File: src/rtl/pipeline_hazard_ctrl_pkg.sv
// Shared pipeline constants for the hazard sequencer: FSM encoding, NOP word,
// architectural zero register and the load-use detection helper.
package pipeline_hazard_ctrl_pkg;

  localparam logic [0:0]  ST_RUN     = 1'b0;
  localparam logic [0:0]  ST_MD_WAIT = 1'b1;

  // addi x0, x0, 0 -- what a flushed or bubbled stage register decodes as
  localparam logic [31:0] NOP_INSTR  = 32'h0000_0013;
  localparam logic [4:0]  REG_ZERO   = 5'd0;

  function automatic logic load_use_hazard(
    input logic       ex_mem_read,
    input logic [4:0] ex_rd,
    input logic       uses_rs1,
    input logic [4:0] rs1,
    input logic       uses_rs2,
    input logic [4:0] rs2
  );
    return ex_mem_read && (ex_rd != REG_ZERO) &&
           ((uses_rs1 && (rs1 == ex_rd)) || (uses_rs2 && (rs2 == ex_rd)));
  endfunction

endpackage

File: src/rtl/pipeline_hazard_ctrl_if.sv
// Hazard-control bundle between the pipeline datapath (master) and the
// stall/flush sequencer (slave).
interface pipeline_hazard_ctrl_if #(
  parameter int CNT_W = 32
);
  logic [4:0]       idRs1;
  logic [4:0]       idRs2;
  logic             idUsesRs1;
  logic             idUsesRs2;
  logic             idExMemRead;
  logic [4:0]       idExRd;
  logic             exMulDiv;
  logic             mdDone;
  logic             exBranchTaken;
  logic             memReq;
  logic             memReady;

  logic             mdStart;
  logic             pcWrite;
  logic             ifIdWrite;
  logic             idExWrite;
  logic             exMemWrite;
  logic             ifIdFlush;
  logic             idExFlush;
  logic             exMemBubble;
  logic             memWbBubble;
  logic [CNT_W-1:0] stallCycles;
  logic [CNT_W-1:0] flushCount;

  modport master (
    output idRs1, idRs2, idUsesRs1, idUsesRs2, idExMemRead, idExRd,
           exMulDiv, mdDone, exBranchTaken, memReq, memReady,
    input  mdStart, pcWrite, ifIdWrite, idExWrite, exMemWrite,
           ifIdFlush, idExFlush, exMemBubble, memWbBubble,
           stallCycles, flushCount
  );

  modport slave (
    input  idRs1, idRs2, idUsesRs1, idUsesRs2, idExMemRead, idExRd,
           exMulDiv, mdDone, exBranchTaken, memReq, memReady,
    output mdStart, pcWrite, ifIdWrite, idExWrite, exMemWrite,
           ifIdFlush, idExFlush, exMemBubble, memWbBubble,
           stallCycles, flushCount
  );

endinterface

File: src/rtl/pipeline_hazard_ctrl_perf_counter.sv
// Saturating event counter used for the hazard performance statistics.
module hazard_perf_counter #(
  parameter int CNT_W = 32
) (
  input  logic             clk,
  input  logic             rst,
  input  logic             i_inc,
  output logic [CNT_W-1:0] o_count
);

  logic [CNT_W-1:0] r_count;

  always_ff @(posedge clk or posedge rst) begin
    if (rst) begin
      r_count <= '0;
    end else if (i_inc && (r_count != {CNT_W{1'b1}})) begin
      r_count <= r_count + CNT_W'(1);
    end
  end

  assign o_count = r_count;

endmodule

File: src/rtl/pipeline_hazard_ctrl.sv
// Stall/flush sequencer for the 5-stage RV32 pipeline: load-use, taken
// branch, multi-cycle mul/div and data-memory wait hazards.
module pipeline_hazard_ctrl
  import pipeline_hazard_ctrl_pkg::*;
#(
  parameter int CNT_W = 32
) (
  input  logic                   clk,
  input  logic                   rst,
  pipeline_hazard_ctrl_if.slave  bus
);

  logic [0:0] r_state;
  logic [0:0] w_nextState;
  logic       r_mdDonePend;
  logic       w_nextPend;

  logic w_memStall;
  logic w_loadUse;
  logic w_mdReady;
  logic w_flushEvent;
  logic w_stallEvent;

  logic w_mdStart;
  logic w_pcWrite;
  logic w_ifIdWrite;
  logic w_idExWrite;
  logic w_exMemWrite;
  logic w_ifIdFlush;
  logic w_idExFlush;
  logic w_exMemBubble;
  logic w_memWbBubble;

  assign w_memStall = bus.memReq & ~bus.memReady;
  assign w_mdReady  = bus.mdDone | r_mdDonePend;
  assign w_loadUse  = load_use_hazard(bus.idExMemRead, bus.idExRd,
                                      bus.idUsesRs1, bus.idRs1,
                                      bus.idUsesRs2, bus.idRs2);

  always_comb begin
    w_mdStart     = 1'b0;
    w_pcWrite     = 1'b1;
    w_ifIdWrite   = 1'b1;
    w_idExWrite   = 1'b1;
    w_exMemWrite  = 1'b1;
    w_ifIdFlush   = 1'b0;
    w_idExFlush   = 1'b0;
    w_exMemBubble = 1'b0;
    w_memWbBubble = 1'b0;
    w_flushEvent  = 1'b0;
    w_nextState   = r_state;
    w_nextPend    = r_mdDonePend;

    if (rst) begin
      // Reset drives the outputs directly so mdStart drops without a clock
      w_pcWrite    = 1'b0;
      w_ifIdWrite  = 1'b0;
      w_idExWrite  = 1'b0;
      w_exMemWrite = 1'b0;
      w_ifIdFlush  = 1'b1;
      w_idExFlush  = 1'b1;
    end else if (w_memStall) begin
      w_pcWrite     = 1'b0;
      w_ifIdWrite   = 1'b0;
      w_idExWrite   = 1'b0;
      w_exMemWrite  = 1'b0;
      w_memWbBubble = 1'b1;
      if ((r_state == ST_MD_WAIT) && bus.mdDone) begin
        w_nextPend = 1'b1;
      end
    end else if (r_state == ST_MD_WAIT) begin
      if (!w_mdReady) begin
        w_pcWrite     = 1'b0;
        w_ifIdWrite   = 1'b0;
        w_idExWrite   = 1'b0;
        w_exMemBubble = 1'b1;
      end else begin
        w_nextState = ST_RUN;
        w_nextPend  = 1'b0;
      end
    end else if (bus.exMulDiv) begin
      w_mdStart     = 1'b1;
      w_pcWrite     = 1'b0;
      w_ifIdWrite   = 1'b0;
      w_idExWrite   = 1'b0;
      w_exMemBubble = 1'b1;
      w_nextState   = ST_MD_WAIT;
    end else if (bus.exBranchTaken) begin
      w_ifIdFlush  = 1'b1;
      w_idExFlush  = 1'b1;
      w_flushEvent = 1'b1;
    end else if (w_loadUse) begin
      w_pcWrite   = 1'b0;
      w_ifIdWrite = 1'b0;
      w_idExFlush = 1'b1;
    end
  end

  assign w_stallEvent = ~w_pcWrite & ~rst;

  always_ff @(posedge clk or posedge rst) begin
    if (rst) begin
      r_state      <= ST_RUN;
      r_mdDonePend <= 1'b0;
    end else begin
      r_state      <= w_nextState;
      r_mdDonePend <= w_nextPend;
    end
  end

  hazard_perf_counter #(.CNT_W(CNT_W)) u_stall_cnt (
    .clk     (clk),
    .rst     (rst),
    .i_inc   (w_stallEvent),
    .o_count (bus.stallCycles)
  );

  hazard_perf_counter #(.CNT_W(CNT_W)) u_flush_cnt (
    .clk     (clk),
    .rst     (rst),
    .i_inc   (w_flushEvent),
    .o_count (bus.flushCount)
  );

  assign bus.mdStart     = w_mdStart;
  assign bus.pcWrite     = w_pcWrite;
  assign bus.ifIdWrite   = w_ifIdWrite;
  assign bus.idExWrite   = w_idExWrite;
  assign bus.exMemWrite  = w_exMemWrite;
  assign bus.ifIdFlush   = w_ifIdFlush;
  assign bus.idExFlush   = w_idExFlush;
  assign bus.exMemBubble = w_exMemBubble;
  assign bus.memWbBubble = w_memWbBubble;

endmodule

File: src/flat_wrapper.sv
// flat-port wrapper written by rule: the top's interface ports become plain ports
module pipeline_hazard_ctrl_flat import pipeline_hazard_ctrl_pkg::*;
#(
  parameter int CNT_W = 32
)
  (clk, rst, bus_idRs1, bus_idRs2, bus_idUsesRs1, bus_idUsesRs2, bus_idExMemRead, bus_idExRd, bus_exMulDiv, bus_mdDone, bus_exBranchTaken, bus_memReq, bus_memReady, bus_mdStart, bus_pcWrite, bus_ifIdWrite, bus_idExWrite, bus_exMemWrite, bus_ifIdFlush, bus_idExFlush, bus_exMemBubble, bus_memWbBubble, bus_stallCycles, bus_flushCount);
  pipeline_hazard_ctrl_if #(.CNT_W(CNT_W)) bus_i ();
  input  logic clk;
  input  logic rst;
  input wire logic [$bits(bus_i.idRs1)-1:0] bus_idRs1;
  input wire logic [$bits(bus_i.idRs2)-1:0] bus_idRs2;
  input wire logic [$bits(bus_i.idUsesRs1)-1:0] bus_idUsesRs1;
  input wire logic [$bits(bus_i.idUsesRs2)-1:0] bus_idUsesRs2;
  input wire logic [$bits(bus_i.idExMemRead)-1:0] bus_idExMemRead;
  input wire logic [$bits(bus_i.idExRd)-1:0] bus_idExRd;
  input wire logic [$bits(bus_i.exMulDiv)-1:0] bus_exMulDiv;
  input wire logic [$bits(bus_i.mdDone)-1:0] bus_mdDone;
  input wire logic [$bits(bus_i.exBranchTaken)-1:0] bus_exBranchTaken;
  input wire logic [$bits(bus_i.memReq)-1:0] bus_memReq;
  input wire logic [$bits(bus_i.memReady)-1:0] bus_memReady;
  output wire logic [$bits(bus_i.mdStart)-1:0] bus_mdStart;
  output wire logic [$bits(bus_i.pcWrite)-1:0] bus_pcWrite;
  output wire logic [$bits(bus_i.ifIdWrite)-1:0] bus_ifIdWrite;
  output wire logic [$bits(bus_i.idExWrite)-1:0] bus_idExWrite;
  output wire logic [$bits(bus_i.exMemWrite)-1:0] bus_exMemWrite;
  output wire logic [$bits(bus_i.ifIdFlush)-1:0] bus_ifIdFlush;
  output wire logic [$bits(bus_i.idExFlush)-1:0] bus_idExFlush;
  output wire logic [$bits(bus_i.exMemBubble)-1:0] bus_exMemBubble;
  output wire logic [$bits(bus_i.memWbBubble)-1:0] bus_memWbBubble;
  output wire logic [$bits(bus_i.stallCycles)-1:0] bus_stallCycles;
  output wire logic [$bits(bus_i.flushCount)-1:0] bus_flushCount;
  assign bus_i.idRs1 = bus_idRs1;
  assign bus_i.idRs2 = bus_idRs2;
  assign bus_i.idUsesRs1 = bus_idUsesRs1;
  assign bus_i.idUsesRs2 = bus_idUsesRs2;
  assign bus_i.idExMemRead = bus_idExMemRead;
  assign bus_i.idExRd = bus_idExRd;
  assign bus_i.exMulDiv = bus_exMulDiv;
  assign bus_i.mdDone = bus_mdDone;
  assign bus_i.exBranchTaken = bus_exBranchTaken;
  assign bus_i.memReq = bus_memReq;
  assign bus_i.memReady = bus_memReady;
  assign bus_mdStart = bus_i.mdStart;
  assign bus_pcWrite = bus_i.pcWrite;
  assign bus_ifIdWrite = bus_i.ifIdWrite;
  assign bus_idExWrite = bus_i.idExWrite;
  assign bus_exMemWrite = bus_i.exMemWrite;
  assign bus_ifIdFlush = bus_i.ifIdFlush;
  assign bus_idExFlush = bus_i.idExFlush;
  assign bus_exMemBubble = bus_i.exMemBubble;
  assign bus_memWbBubble = bus_i.memWbBubble;
  assign bus_stallCycles = bus_i.stallCycles;
  assign bus_flushCount = bus_i.flushCount;
  pipeline_hazard_ctrl #(.CNT_W(CNT_W)) u_core (.clk(clk), .rst(rst), .bus(bus_i));
endmodule
File: config.mk
export PLATFORM = sky130hd
export DESIGN_NAME = pipeline_hazard_ctrl_flat
export DESIGN_NICKNAME = d
export VERILOG_FILES = /design/src/rtl/pipeline_hazard_ctrl_pkg.sv /design/src/rtl/pipeline_hazard_ctrl_if.sv /design/src/rtl/pipeline_hazard_ctrl_perf_counter.sv /design/src/rtl/pipeline_hazard_ctrl.sv /design/src/flat_wrapper.sv
export SDC_FILE = /design/constraint.sdc
export NUM_CORES = 1
export LEC_CHECK = 0
export ABC_AREA = 1
export CAP_MARGIN = 10
export CORE_MARGIN = 1.5
export CORE_UTILIZATION = 25
export DETAILED_ROUTE_END_ITERATION = 10
export PLACE_DENSITY_LB_ADDON = 0.15
export SLEW_MARGIN = 30
export SYNTH_ARGS = -nofsm -noshare
export SYNTH_HDL_FRONTEND = slang
export SYNTH_SLANG_ARGS = --single-unit
File: constraint.sdc
create_clock -name clk -period 3.13 [get_ports clk]
set_input_delay 0.313 -clock clk [delete_from_list [all_inputs] [get_ports clk]]
set_output_delay 0.313 -clock clk [all_outputs]
set_load 0.01 [all_outputs]
==> impl_metrics.yaml <==
clock_network:
  cts_resized: 0
  cts_buffers: 9
  ctsRootBufferMaster: "clkbuf_16"
  post_cts_buffers: 0
  cts_tree: "done"
  clk_pin_slew_ns: 0.05
  cts.path.max_buffers: 2
  htree_levels: 3
  hold_buffers: 0
  cts_sinks: 66
  clkLatencyLatePin_ns: 0.34
die:
  num_rows: 49
  io-pin-count: 98
  initial_utilization: 0.255
  core_um2: 18000
  dieArea_um2: 19100
  fp.dieW_um: 138
  die_y_um: 138
place:
  dp.cells: 991
  gp_congestion: 0.819
  post-place-ws_ns: 0.668
  post-dp-hpwl_mm: 10.1
  io_buffers: 97
  place_area_um2: 5740
timing:
  whs_ns: 0.502
  max_slew_margin: 0.492
  finalSetupViolations: 0
  worst_pin_slew_ns: 0.762
  hold_violations: 0
  fin_tns_setup_ns: 0
  max_freq_mhz: 412
  period_share: 0.775
  fin_crit_ns: 2.43
  rsz0062_at_grt: "false"
  maxSlewViolCount: 0
  fin_ws_ns: 0.704
  fin_skew_ns: 0.0100
setup_path:
  reg2regPathDepth: 11
  crit_path_start_kind: "input pin"
  worst_ep_required_time_ns: 2.82
  end_kind: "primary output"
  criticalPathCategory: "input pin to primary output"
  critPathArrivalTime_ns: 2.11
  timing.rr.end: "u_core.u_stall_cnt.o_count[1]$_DFFE_PP0P_"
  r2r_setup_slack_ns: 0.96
  endpoint: "bus_ifIdWrite"
  cp_max_fo: 3
  reg2reg_from: "u_core.u_stall_cnt.o_count[0]$_DFFE_PP0P_"
  startpoint: "bus_mdDone"
yosys:
  yosysWarnings: 0
  synth_fa_ha_area_frac: 0.00546
  muxShareOfSynthArea: 0
  avgSynthCellArea_um2: 6.73
  netlist_area_um2: 4580
  synth_top_family_by_area: "simple AND/OR/NAND/NOR gates"
  syn_inst: 681
  synth_top_area_frac: 0.360
  synth_xor_area_frac: 0.0956
  synth-compound-area-share: 0.0172
  yosys.area.top_type: "dfrtp_1"
  syn_nets: 708
  synth_simple_gate_area_frac: 0.438
  yosysSeqAreaShare: 0.360
  ys_types: 29
  ys_ff_latch: 66
  synthTopCellsByArea: "dfrtp_1 36%, nand2_1 22%, nor2_1 7.5%"
drt:
  ant_nets: 0
  drc: 0
  via_count: 4471
  dr.pass1.iters: 4
  via_per_inst: 4.44
  routedWlPerCell_um: 13.5
  drt_iter0_markers: 211
  wl_mm: 13.6
power_and_ir_drop:
  p_per_area_nw_per_um2: 469
  p_clk_frac: 0.416
  seq_power_share: 0.374
  p_sw_uw: 848
  switching_share: 0.298
  irDropWorstVdd_v: 0.000385
  pwr-share-comb: 0.210
  p_int_mw: 2.00
  leakage_nw: 2.70
global_routing:
  grt_pass1_vias: 4319
  grt_pass1_wl_mm: 22.8
  antenna_found_initial: 0
  grt_max_degree: 69
  overflow: 0
  grt_use_total: 0.147
layout:
  fin_cells: 1007
  seq_area_um2: 1650
  multi_input_area_um2: 2550
  final_layout_size_suffix_gt1_frac: 0.0643
  fill_cells: 1961
  antenna_cells: 0
  stdcell_area_um2: 6080
  syn_to_final_growth_pct: 32.7
  final_net_count: 800
flow_run:
  maxCapViolations: 0
outcome:
  outcome: "finished clean"
hold_path:
  hold_path_class: "register to register"
-- critical path: stages --
cell             delay, ns
clkdlybuf4s50_1       0.51
nor2_1                0.06
a21oi_1               0.17
inv_1                 0.08
nor3_1                0.27
nand2_1               0.10
inv_1                 0.08
clkdlybuf4s50_1       0.53
-- state kept, by name (all words and copies together) (netlist names) --
signal / cells
u_core.u_stall_cnt.o_count: 32
u_core.r_mdDonePend: 1
u_core.u_flush_cnt.o_count: 32
u_core.r_state: 1
-- kinds of logic after synthesis --
| kind of cell | Yosys count |
|---|---|
| buffers and inverters | 86 |
| adder cells (fa/ha/maj) | 2 |
| XOR/XNOR | 50 |
| AO/OA/AOI/OAI | 14 |
| flip-flops | 66 |
| AND/OR/NAND/NOR | 463 |
-- synthesized netlist by cell type (all sizes together) --
cell,count
nand2,269
nor2,99
dfrtp,66
inv,66
nand4,45
xor2,28
nor3,26
xnor2,22
buf,18
nand3,17
o21ai,10
nand3b,7
a31o,2
clkbuf,2
ha,2
a21oi,1
o22ai,1
-- cells in the final DEF, fill, tap and decap left out, types with 2 or more instances in the layout --
| cell type | count |
|---|---|
| clkbuf_16 | 9 |
| xnor2_1 | 22 |
| xor2_1 | 28 |
| nor2_2 | 6 |
| a31o_2 | 2 |
| nand3b_1 | 7 |
| ha_1 | 2 |
| buf_4 | 4 |
| inv_4 | 2 |
| clkdlybuf4s50_1 | 97 |
| o21ai_1 | 8 |
| nand2_2 | 5 |
| dfrtp_1 | 66 |
| nand3_1 | 15 |
| nand2_1 | 263 |
| bufinv_16 | 3 |
| inv_2 | 8 |
| nor2_1 | 91 |
| nor2_4 | 2 |
| o21ai_0 | 2 |
| nand3_2 | 2 |
| nand4_1 | 45 |
| nor3_1 | 23 |
| nor3_2 | 3 |
| inv_1 | 56 |
-- per-stage QoR --
step / util / power (mW)
2_1_floorplan: - / 1.39
3_3_place_gp: 0.319 / 1.69
3_5_place_dp: 0.319 / 1.69
4_1_cts: 0.339 / 2.89
5_1_grt: 0.339 / 3.01
6_report: 0.339 / 2.85
-- per-layer routing --
layer,up-vias,track usage,share of wire
li1,2331,-,-
met1,2030,0.204,0.49
met2,96,0.228,0.45
met3,14,0.0308,0.043
met4,0,0.0449,0.014
met5,-,0,0
-- final cells by class --
cell class,count,area share
Clock buffer,10,0.0377
Clock inverter,6,0.0185
Inverter,66,0.0416
Multi-Input combinational cell,529,0.419
Sequential cell,66,0.272
Tap cell,229,0.0471
Timing Repair Buffer,101,0.165
-- power by group through the flow --
stage | clock (mW) | combinational (mW) | sequential (mW)
floorplan | 0 | 0.304 | 1.09
global placement | 0 | 0.605 | 1.08
detailed placement | 0 | 0.606 | 1.08
CTS | 1.21 | 0.609 | 1.07
global route | 1.25 | 0.674 | 1.09
finish | 1.18 | 0.599 | 1.07
-- worst min path at each step --
stage                                                     end                                 startpoint  depth (start not counted)  slack (ns)
floorplan                     u_core.r_mdDonePend$_DFFE_PP0P_            u_core.r_mdDonePend$_DFFE_PP0P_                          2        0.46
global placement              u_core.r_mdDonePend$_DFFE_PP0P_            u_core.r_mdDonePend$_DFFE_PP0P_                          2        0.49
detailed placement            u_core.r_mdDonePend$_DFFE_PP0P_            u_core.r_mdDonePend$_DFFE_PP0P_                          2        0.48
CTS                           u_core.r_mdDonePend$_DFFE_PP0P_            u_core.r_mdDonePend$_DFFE_PP0P_                          2        0.50
global route        u_core.u_flush_cnt.o_count[7]$_DFFE_PP0P_  u_core.u_flush_cnt.o_count[7]$_DFFE_PP0P_                          1        0.54
finish                        u_core.r_mdDonePend$_DFFE_PP0P_            u_core.r_mdDonePend$_DFFE_PP0P_                          2        0.50
Power figures use the tool's default switching activity.
